`src/rtl/matrix_row_scanner.sv`:
```
// Row-multiplexed scanner for a 7-row x 5-column glyph matrix.
// Each row is held for DWELL cycles. The first BLANK cycles of a row period are dark
// so that the row drivers switch cleanly. FRAME is captured into a shadow register
// only at frame start, which keeps the picture from tearing mid-scan.
module matrix_row_scanner #(
   parameter int unsigned DWELL = 1000,
   parameter int unsigned BLANK = 8
) (
   input  logic        CLK,
   input  logic        RST,
   input  logic        EN,
   input  logic [34:0] FRAME,
   output logic [6:0]  ROW,
   output logic [4:0]  COL,
   output logic [2:0]  ROW_IDX,
   output logic        FRAME_SYNC
);

   localparam int unsigned CW = (DWELL > 1) ? $clog2(DWELL) : 1;
   localparam logic [CW-1:0] LastCount = CW'(DWELL - 1);

   typedef enum logic [1:0] {StIdle, StBlank, StShow} state_t;

   state_t        r_state;
   logic [CW-1:0] r_count;
   logic [2:0]    r_row_idx;
   logic [34:0]   r_shadow;
   logic [6:0]    r_row;
   logic [4:0]    r_col;
   logic          r_frame_sync;

   state_t        w_state_d;
   logic [CW-1:0] w_count_d;
   logic [2:0]    w_idx_d;
   logic [34:0]   w_shadow_d;
   logic          w_sync_d;
   logic          w_active;
   logic          w_in_blank;
   logic [6:0]    w_row_d;
   logic [4:0]    w_col_d;

   // Dwell counter, row index and shadow advance; frame start reloads the shadow
   always_comb begin
      w_count_d  = r_count;
      w_idx_d    = r_row_idx;
      w_shadow_d = r_shadow;
      w_sync_d   = 1'b0;
      w_active   = 1'b1;
      if (!EN) begin
         w_active  = 1'b0;
         w_count_d = '0;
         w_idx_d   = 3'd0;
      end else if (r_state == StIdle) begin
         w_count_d  = '0;
         w_idx_d    = 3'd0;
         w_shadow_d = FRAME;
         w_sync_d   = 1'b1;
      end else if (r_count == LastCount) begin
         w_count_d = '0;
         if (r_row_idx == 3'd6) begin
            w_idx_d    = 3'd0;
            w_shadow_d = FRAME;
            w_sync_d   = 1'b1;
         end else begin
            w_idx_d = r_row_idx + 3'd1;
         end
      end else begin
         w_count_d = r_count + 1'b1;
      end
   end

   // With no blanking the compare would be against zero, so drop it entirely
   if (BLANK == 0) begin : g_no_blank
      assign w_in_blank = 1'b0;
   end else begin : g_blank
      assign w_in_blank = (w_count_d < CW'(BLANK));
   end

   // Next state and next output values, derived from the advanced counter and index
   always_comb begin
      w_state_d = StShow;
      w_row_d   = 7'd0;
      w_col_d   = 5'd0;
      if (!w_active) begin
         w_state_d = StIdle;
      end else if (w_in_blank) begin
         w_state_d = StBlank;
      end else begin
         w_row_d = 7'b000_0001 << w_idx_d;
         w_col_d = w_shadow_d[5*int'(w_idx_d) +: 5];
      end
   end

   // All state and outputs are flops so ROW can never glitch to two bits
   always_ff @(posedge CLK or posedge RST) begin
      if (RST) begin
         r_state      <= StIdle;
         r_count      <= '0;
         r_row_idx    <= 3'd0;
         r_shadow     <= 35'd0;
         r_row        <= 7'd0;
         r_col        <= 5'd0;
         r_frame_sync <= 1'b0;
      end else begin
         r_state      <= w_state_d;
         r_count      <= w_count_d;
         r_row_idx    <= w_idx_d;
         r_shadow     <= w_shadow_d;
         r_row        <= w_row_d;
         r_col        <= w_col_d;
         r_frame_sync <= w_sync_d;
      end
   end

   assign ROW        = r_row;
   assign COL        = r_col;
   assign ROW_IDX    = r_row_idx;
   assign FRAME_SYNC = r_frame_sync;

endmodule

```
`config.mk`:
```
export PLATFORM = sky130hd
export DESIGN_NAME = matrix_row_scanner
export DESIGN_NICKNAME = d
export VERILOG_FILES = /design/src/rtl/matrix_row_scanner.sv
export SDC_FILE = /design/constraint.sdc
export NUM_CORES = 1
export LEC_CHECK = 0
export CORE_ASPECT_RATIO = 1.2
export CORE_MARGIN = 4
export CORE_UTILIZATION = 52
export DETAILED_ROUTE_END_ITERATION = 8
export PLACE_DENSITY = 0.9
export SLEW_MARGIN = 25
export SYNTH_ARGS = -nofsm -noshare
export SYNTH_HDL_FRONTEND = slang
export SYNTH_SLANG_ARGS = --single-unit
```
`constraint.sdc`:
```
create_clock -name CLK -period 2.57 [get_ports CLK]
set_input_delay 0.3855 -clock CLK [delete_from_list [all_inputs] [get_ports CLK]]
set_output_delay 0.3855 -clock CLK [all_outputs]
set_load 0.005 [all_outputs]
```
After elaboration in Yosys (flattened, before gate mapping). Cells that the tools add are included.

Bitwise logic cells: 0. Div/mod/pow operators: 0. Add/sub/neg operators: 2. Equality and inequality tests: 2. Reductions and logical operators: 1. $mul: 1. Muxes and demuxes: 21. Shift-type cells: 2. $lt $le $gt $ge: 1.

Operators with widths (number): 2-to-1 mux 35 bit (4); indexed part select 35 x 7 -> 5 bit (1); 2-to-1 mux 10 bit (3); 2-to-1 mux 7 bit (2); 2-to-1 mux 3 bit (4); adder 10 x 1 -> 10 bit, second input constant (1); == test 10 bit, second input constant (1); < comparator 10 x 4 -> 1 bit, second input constant (1); 2-to-1 mux 5 bit (2); left shift 1 x 3 -> 7 bit, first input constant (1); multiplier 3 x 3 -> 6 bit, first input constant (1); 2-to-1 mux 1 bit (4); 2-to-1 mux 2 bit (2); adder 3 x 1 -> 3 bit, second input constant (1); == test 3 bit, second input constant (1); zero test 2 bit (1).

Bits in writable memories: 0. Bits in read-only memories: 0. Memories: 0. Register bits after elaboration: 63. Output and inout bits: 16. Logic and storage cells: 37. Latch bits: 0. Bits of input ports: 38.

Logic depth before layout (Yosys ltp). Gate-level depths: netlist of the first run.

Word-level depth: 9. Gate-level depth with buffers: 11. Gate-level depth less buffers: 8.

Least setup slack after synthesis of the first run. No wires, ideal clock.

Path kind: reg-to-reg. Start point: register r_count[0]. End point: register r_col[0] (netlist: COL[0]). Slack: 0.284 ns. Arrival time: 2.146 ns. Setup time: 0.139 ns. Period minus slack after synthesis: 2.286 ns. Stages on the path, launching flop included: 12. Cells stage by stage: dfrtp_1 > ha_1 > buf_2 > and3_1 > and4_4 > buf_6 > nor2_8 > inv_6 > buf_12 > mux2_4 > a222oi_1 > o32ai_1.

Elaborated cells on any way between the ends: 16. Classes of those cells: add/sub (1); mul (1); order compare (1); eq/ne (1); shift (1); mux (11).

RTL lines: start: declaration (RTL line 25) `logic [CW-1:0] r_count;`; start signal: assignment (RTL line 106) `r_count <= w_count_d;`; == test 10 bit (RTL line 58) `end else if (r_count == LastCount) begin`; 2-to-1 mux 35 bit (RTL line 58); 2-to-1 mux 35 bit (RTL line 53) `end else if (r_state == StIdle) begin`; 2-to-1 mux 35 bit (RTL line 49) `if (!EN) begin`; named net w_shadow_d[20] (RTL line 35) `logic [34:0] w_shadow_d;`; indexed part select 35 x 7 -> 5 bit (RTL line 90) `w_col_d = w_shadow_d[5*int'(w_idx_d) +: 5];`; 2-to-1 mux 5 bit (RTL line 86) `end else if (w_in_blank) begin`; 2-to-1 mux 5 bit (RTL line 84) `if (!w_active) begin`; named net w_col_d[0] (RTL line 40) `logic [4:0] w_col_d;`; end signal: assignment (RTL line 110) `r_col <= w_col_d;`; end: declaration (RTL line 29) `logic [4:0] r_col;`.

The timed path passes the listed nets, and every way through them passes these cells.

Worst setup path in the final report of the first run.
Start point: register r_count[0]. End point: register r_col[2] (netlist: COL[2]).

Word-level cells in the longest chain between the ends: 8. Elaborated cells on any way between the ends: 16. Classes of those cells: add/sub (1); mul (1); order compare (1); eq/ne (1); shift (1); mux (11).

RTL lines (RTL line): == test 10 bit (58); 2-to-1 mux 3 bit (58); 2-to-1 mux 3 bit (53); 2-to-1 mux 3 bit (49); multiplier 3 x 3 -> 6 bit (90); indexed part select 35 x 7 -> 5 bit (90); 2-to-1 mux 5 bit * (86); 2-to-1 mux 5 bit * (84); named net w_col_d[2] (40).

Mark *: on every way through the listed nets, which the timed path passes. The rest lies on a longest branch.

==> results of run 1 <==
==> critical path, stage by stage (launching register included) <==
cell and delay (ns):
dfrtp_1 0.42, ha_1 0.27, buf_4 0.18, nand4_1 0.06
o21ai_0 0.13, a211o_1 0.33, o21ai_1 0.20, nand2b_1 0.29
o32ai_1 0.37
==> where the power goes <==
part / internal, uW / switching, uW
combinational: 140 / 122
clock: 448 / 406
sequential: 1070 / 24.3
total: 1660 / 552
==> per-layer routing <==
metal / up-vias / part of all wire, % / global-route usage (%)
met5: - / 0 / 0
met4: 0 / 1.7 / 12.5
met3: 10 / 6.3 / 3.24
met2: 82 / 50 / 35.1
met1: 1155 / 42 / 26.2
li1: 1125 / - / -
==> cells in the final DEF, fill, tap and decap left out, drive strengths merged, types with 2 or more instances in the layout <==
cell type | synthesis | layout
nand3 | 21 | 21
a211o | 2 | 2
nor3 | 3 | 3
o22ai | 6 | 6
nor4 | 2 | 2
clkbuf | 3 | 9
nand2 | 19 | 19
a21oi | 8 | 8
clkdlybuf4s50 | 0 | 53
a222oi | 2 | 2
nand4 | 6 | 6
and3 | 6 | 6
or2 | 3 | 3
or3 | 2 | 2
clkinv | 0 | 3
o32ai | 5 | 5
nor2b | 2 | 2
clkinvlp | 0 | 2
mux2i | 6 | 6
xor2 | 4 | 4
buf | 12 | 14
inv | 10 | 11
and2 | 2 | 2
nor2 | 22 | 22
o21ai | 16 | 16
and4b | 2 | 2
o221a | 3 | 3
and4 | 2 | 2
xnor2 | 5 | 5
dfrtp | 63 | 63
a21boi | 3 | 3
mux2 | 18 | 18
==> final timing paths <==
path | start | to | slack (ns) | cells past startpoint
min in group CLK | r_shadow[32] | r_shadow[32] | 0.49 | 2
hold / removal | RST | ROW[6] | 0.39 | 2
max in group asynchronous | RST | r_shadow[22] | 1.48 | 3
hold reg to reg | r_shadow[32] | r_shadow[32] | 0.49 | 2
setup / recovery | r_count[0] | COL[2] | 0.22 | 8
setup reg to reg | r_count[0] | COL[2] | 0.22 | 8
==> kinds of logic (layout without fill, tap and decap cells) <==
group / Yosys count / in the layout / share of synthesized area [%]
xor+xnor: 9 / 9 / 2.59
simple gates: 98 / 98 / 18.8
compound gates: 55 / 55 / 12.5
flops: 63 / 63 / 51.7
buf+inv: 25 / 93 / 5.13
fa+ha+maj: 1 / 1 / 0.411
mux: 24 / 24 / 8.87
==> layout make-up <==
cell class                      count  area share (%)
Inverter                           10            1.10
Timing Repair Buffer               67            16.7
Tap cell                           80            2.58
Clock inverter                      7            1.87
Multi-Input combinational cell    187            33.9
Clock buffer                        9            3.19
Sequential cell                    63            40.7
==> state kept, by name (all words and copies together), names as in the netlist <==
register,flops
r_shadow,35
r_count,10
ROW,7
COL,5
ROW_IDX,3
r_state,2
FRAME_SYNC,1
==> through the flow <==
step                      cell area [um2]  total power (uW)  setup WS, ns
after floorplan                      3050              1260         0.284
final                                3880              2210         0.223
after global routing                 3880              2300        0.0836
after detailed placement             3680              1370        0.0725
after global placement               3680              1360         0.142
after CTS                            3880              2220         0.234
==> impl_results.md, run 1 <==
* Count leader, synth: dfrtp_1
* VDD IR max at 298 uV
* TNS Setup at 0 ns
* Clk_lat worst skew at 0.35 ns
* Arr. time, crit path at 2.59 ns
* Multi-input logic area at 1310 um2
* Clock transition at path regs at approximately 0.080 ns
* CP max FO at 9
* Worst min-delay path class: input pin to asynchronous set/reset pin
* Layout cells sized above 1 at 16.9%
* Post-CTS setup buffers at 0
* N_diodes at 0
* Global Route Usage Sum at roughly a fifth
* Setup violations, final at 0
* FP Rows at 30
* Synth area leaders: dfrtp_1 52%, mux2_2 4.4%, nand3_1 3.3%, nor2_1 2.6%, nand2_1 2.3%
* Yosys Warn Count at 0
* Commonest cells post-synth: 63 x dfrtp_1, 21 x nor2_1, 20 x nand3_1, 19 x nand2_1, 14 x o21ai_0
* Largest buffer count on any clock path at 2
* Drt first pass iters at 5
* Pin count of the biggest net entering global routing at 28
* Critical Path End Type: flip-flop
* Fillers at 414
* Wire length per cell at 16.7 um
* Synth-to-layout area growth at 27.3%
* Final hold vios at 0
* Post-route clock period utilization at 91.3%
* Die Wd at 77.9 um
* Netlist cell types at 59
* I/O pins at 54
* Netlist Area Pre-Place at 3050 um2
* CTS Buf Count at 9
* Register area at between 1500 and 2000 um2
* Initial antenna violation count at 0
* RD Place Congestion at approximately 0.84
* Rel. slew slack at between 50 and 60%
* CP Launch Type: flip-flop
* # port buffers at 53
* Antenna Nets Post-Route at 0
* Drt initial violations at 171
* Synth async-reset ratio at 100%
* H-tree depth at 3
* Seq cells post-synth at 63
* Die H at 91.9 um
* Hold_ws at around 0.39 ns
* Unrepaired setup endpoints after global routing: no
* Die area at 7150 um2
* Fin crit period at 2.35 ns
* WL final at 7050 um
* First-pass GRT wire length at 11,800 um
* Worst-margin pin slew at 0.666 ns
* Sink Count at 63
* Final Net Count at 377
* TritonCTS clock tree: done
* Util after Layout at 68.4%
* Root Buffer: clkbuf_8
* WP data required at between 2 and 3 ns
* Cell Count, Final, Fillers Out at 423
* Number of synthesized flops with an enable pin at 0
* Mean area per synthesized cell at 11.1 um2
* Synth area leader: dfrtp_1
* DRC viols at 0
* PostCTS Resize Cnt at 0
* Vias in the first global route at between 2k and 2.5k
* Primary FF master, synth: dfrtp_1
* Fmax at around 430 MHz
* Post-Synthesis Cells at 275
* Core area at 5670 um2
* Max Cap Viol at 0
* Post-Place Cells at 407
* Syn nets at approximately 310
* Yosys top cell area share at 51.7%
* Leak at between 0.0015 and 0.002 uW
* Initial Util at 53.8%
* Critical path class: flip-flop to flip-flop
* DR vias/cell at 5.61
* Hpwl dp at roughly 5000 um
* Fin Clk Skew at 0.0109 ns
* Total number of vias at 2,372
* Seq/Total Area, Yosys at between 50% and 60%
* Overflow left after global routing at 0
* Outcome: finished, final reports clean
* Ratio of total power to cell area at 570 nW/um2
* Cts hold-fix bufs at 0
* Slew Limit Fails at 0
(Power assumes the default switching activity.)
==> inputs of run 2 (changes only) <==
--- a/config.mk
+++ b/config.mk
@@ -9,6 +9,7 @@
 export CORE_MARGIN = 4
 export CORE_UTILIZATION = 52
 export DETAILED_ROUTE_END_ITERATION = 8
+export HOLD_SLACK_MARGIN = 0.06
 export PLACE_DENSITY = 0.9
 export SLEW_MARGIN = 25
 export SYNTH_ARGS = -nofsm -noshare
==> results of run 2 <==
No change in the layout: final DEF, timing and power equal those of run 1.
==> RTL change, RTL diff (flow settings as in run 1) <==
Change the parameter `DWELL` from 1000 to 2000.
--- a/src/rtl/matrix_row_scanner.sv
+++ b/src/rtl/matrix_row_scanner.sv
@@ -4,5 +4,5 @@
 // only at frame start, which keeps the picture from tearing mid-scan.
 module matrix_row_scanner #(
-   parameter int unsigned DWELL = 1000,
+   parameter int unsigned DWELL = 2000,
    parameter int unsigned BLANK = 8
 ) (
Formal check against the unedited RTL: same outputs for any inputs over 10 cycles, from zero or initial values and one cycle with RST high; that may be too few to reach the edited logic, so the function may still have changed.
==> RTL change against run 1 <==
Combinational power decreased by 4%. Total power up 1.1%. Design area increased by 3.9%. Hold slack better by 0.019 ns. Sequential cell count up 1. Synthesized cell count is 8.4% higher. Setup slack worse by 0.042 ns. Synthesized area rose by 3.7%. Final cell count increased by 4.3%. Clock power grew 2.8%. Routed wire length rose by 5.1%. Largest cell class unchanged.
==> RTL change: results <==
{
  "outcome": "finished clean",
  "dpl_cell_area_um2": 3794,
  "arrival_ns": 2.61,
  "synth_cells": 298,
  "skew_ns": 0.01210,
  "dr.pass1.iters": 4,
  "slowest_delay_ns": 0.43,
  "utilization_pct": 69.70,
  "yosysSeqAreaShare_pct": 50.69,
  "wire_per_inst_um": 16.80,
  "grt_max_degree": 65,
  "grt_pass1_vias": 2557,
  "cp_slowest_cell": "or4_1",
  "total_leakage_power_nw": 1.724,
  "initialDrtViolationCount": 195,
  "grt_pass1_wl_um": 12380,
  "synth_commonest_cells": "dfrtp_1, nand3_1, inv_1, o21ai_0, o211ai_1",
  "fillers": 430,
  "wl_um": 7410,
  "dp_hpwl_um": 5148,
  "final_nets": 395,
  "grt_use_total_pct": 21.53,
  "p_int_mw": 1.690,
  "cp_max_fo": 12,
  "crit_family": "simple AND/OR/NAND/NOR gates",
  "synth-main-ff-cell": "dfrtp_1",
  "synth_cell_types": 56,
  "worst_slew_pin_slew_ns": 0.4500,
  "syn-num-nets": 337,
  "dp.cells": 425,
  "layout-drive-gt1-share_pct": 15.79,
  "ir_drop_mv": 0.3291,
  "ys_top_cells_by_area": "dfrtp_1, nand3_1, o211ai_1",
  "gp_congestion": 0.8621,
  "path_clk_slew_ns": 0.07
}
## RTL change: stage by stage
stage / hold WS (ns) / setup slack, ns
final: 0.4120 / 0.1810
after global routing: 0.4474 / 0.04453
after CTS: 0.4243 / 0.07897
after detailed placement: 0.4735 / 0.05077
after global placement: 0.4643 / 0.1001
after floorplan: 0.4544 / 0.3430
## RTL change: per-layer routing
| layer | vias up | track usage (%) | wire length (um) |
|---|---|---|---|
| li1 | 1197 | - | - |
| met1 | 1242 | 27.65 | 3021 |
| met5 | - | 0 | 0 |
| met4 | 0 | 9.169 | 106 |
| met2 | 98 | 35.11 | 3835 |
| met3 | 12 | 4.624 | 446 |
## RTL change: worst paths after layout
check                              from            to  slack [ns]  depth (start not counted)
hold reg to reg            r_shadow[24]  r_shadow[24]        0.49                          1
setup reg to reg             r_count[0]        ROW[3]        0.18                          8
setup / recovery             r_count[0]        ROW[3]        0.18                          8
hold / removal                      RST   r_count[10]        0.41                          3
max in group asynchronous           RST   r_shadow[2]        1.88                          3
min in group CLK           r_shadow[24]  r_shadow[24]        0.49                          1
## RTL change: logic make-up after synthesis
family	after synthesis	share of synthesized area, %
compound gates	74	16.16
fa+ha+maj	1	0.3960
mux	21	8.079
xor+xnor	7	1.941
buf+inv	43	6.733
flops	64	50.69
simple gates	88	16.00
## RTL change: worst min-delay path, delay by kind of cell
family | cells | cell delay [ns]
buf+inv | 3 | 0.76
## RTL change: power groups by stage
stage / clock network, mW / registers [mW] / logic, mW
finish: 0.878 / 1.11 / 0.251
global route: 0.934 / 1.11 / 0.278
CTS: 0.895 / 1.11 / 0.253
detailed placement: 0 / 1.13 / 0.249
global placement: 0 / 1.12 / 0.240
floorplan: 0 / 1.12 / 0.153
## RTL change: final cells by class
class	instances	area share, %
sequential	64	39.75
timing repair buffer	65	16.02
tap	80	2.484
clock buffer	10	3.416
clock inverter	6	1.677
multi-input combinational	191	34.13
inverter	25	2.516
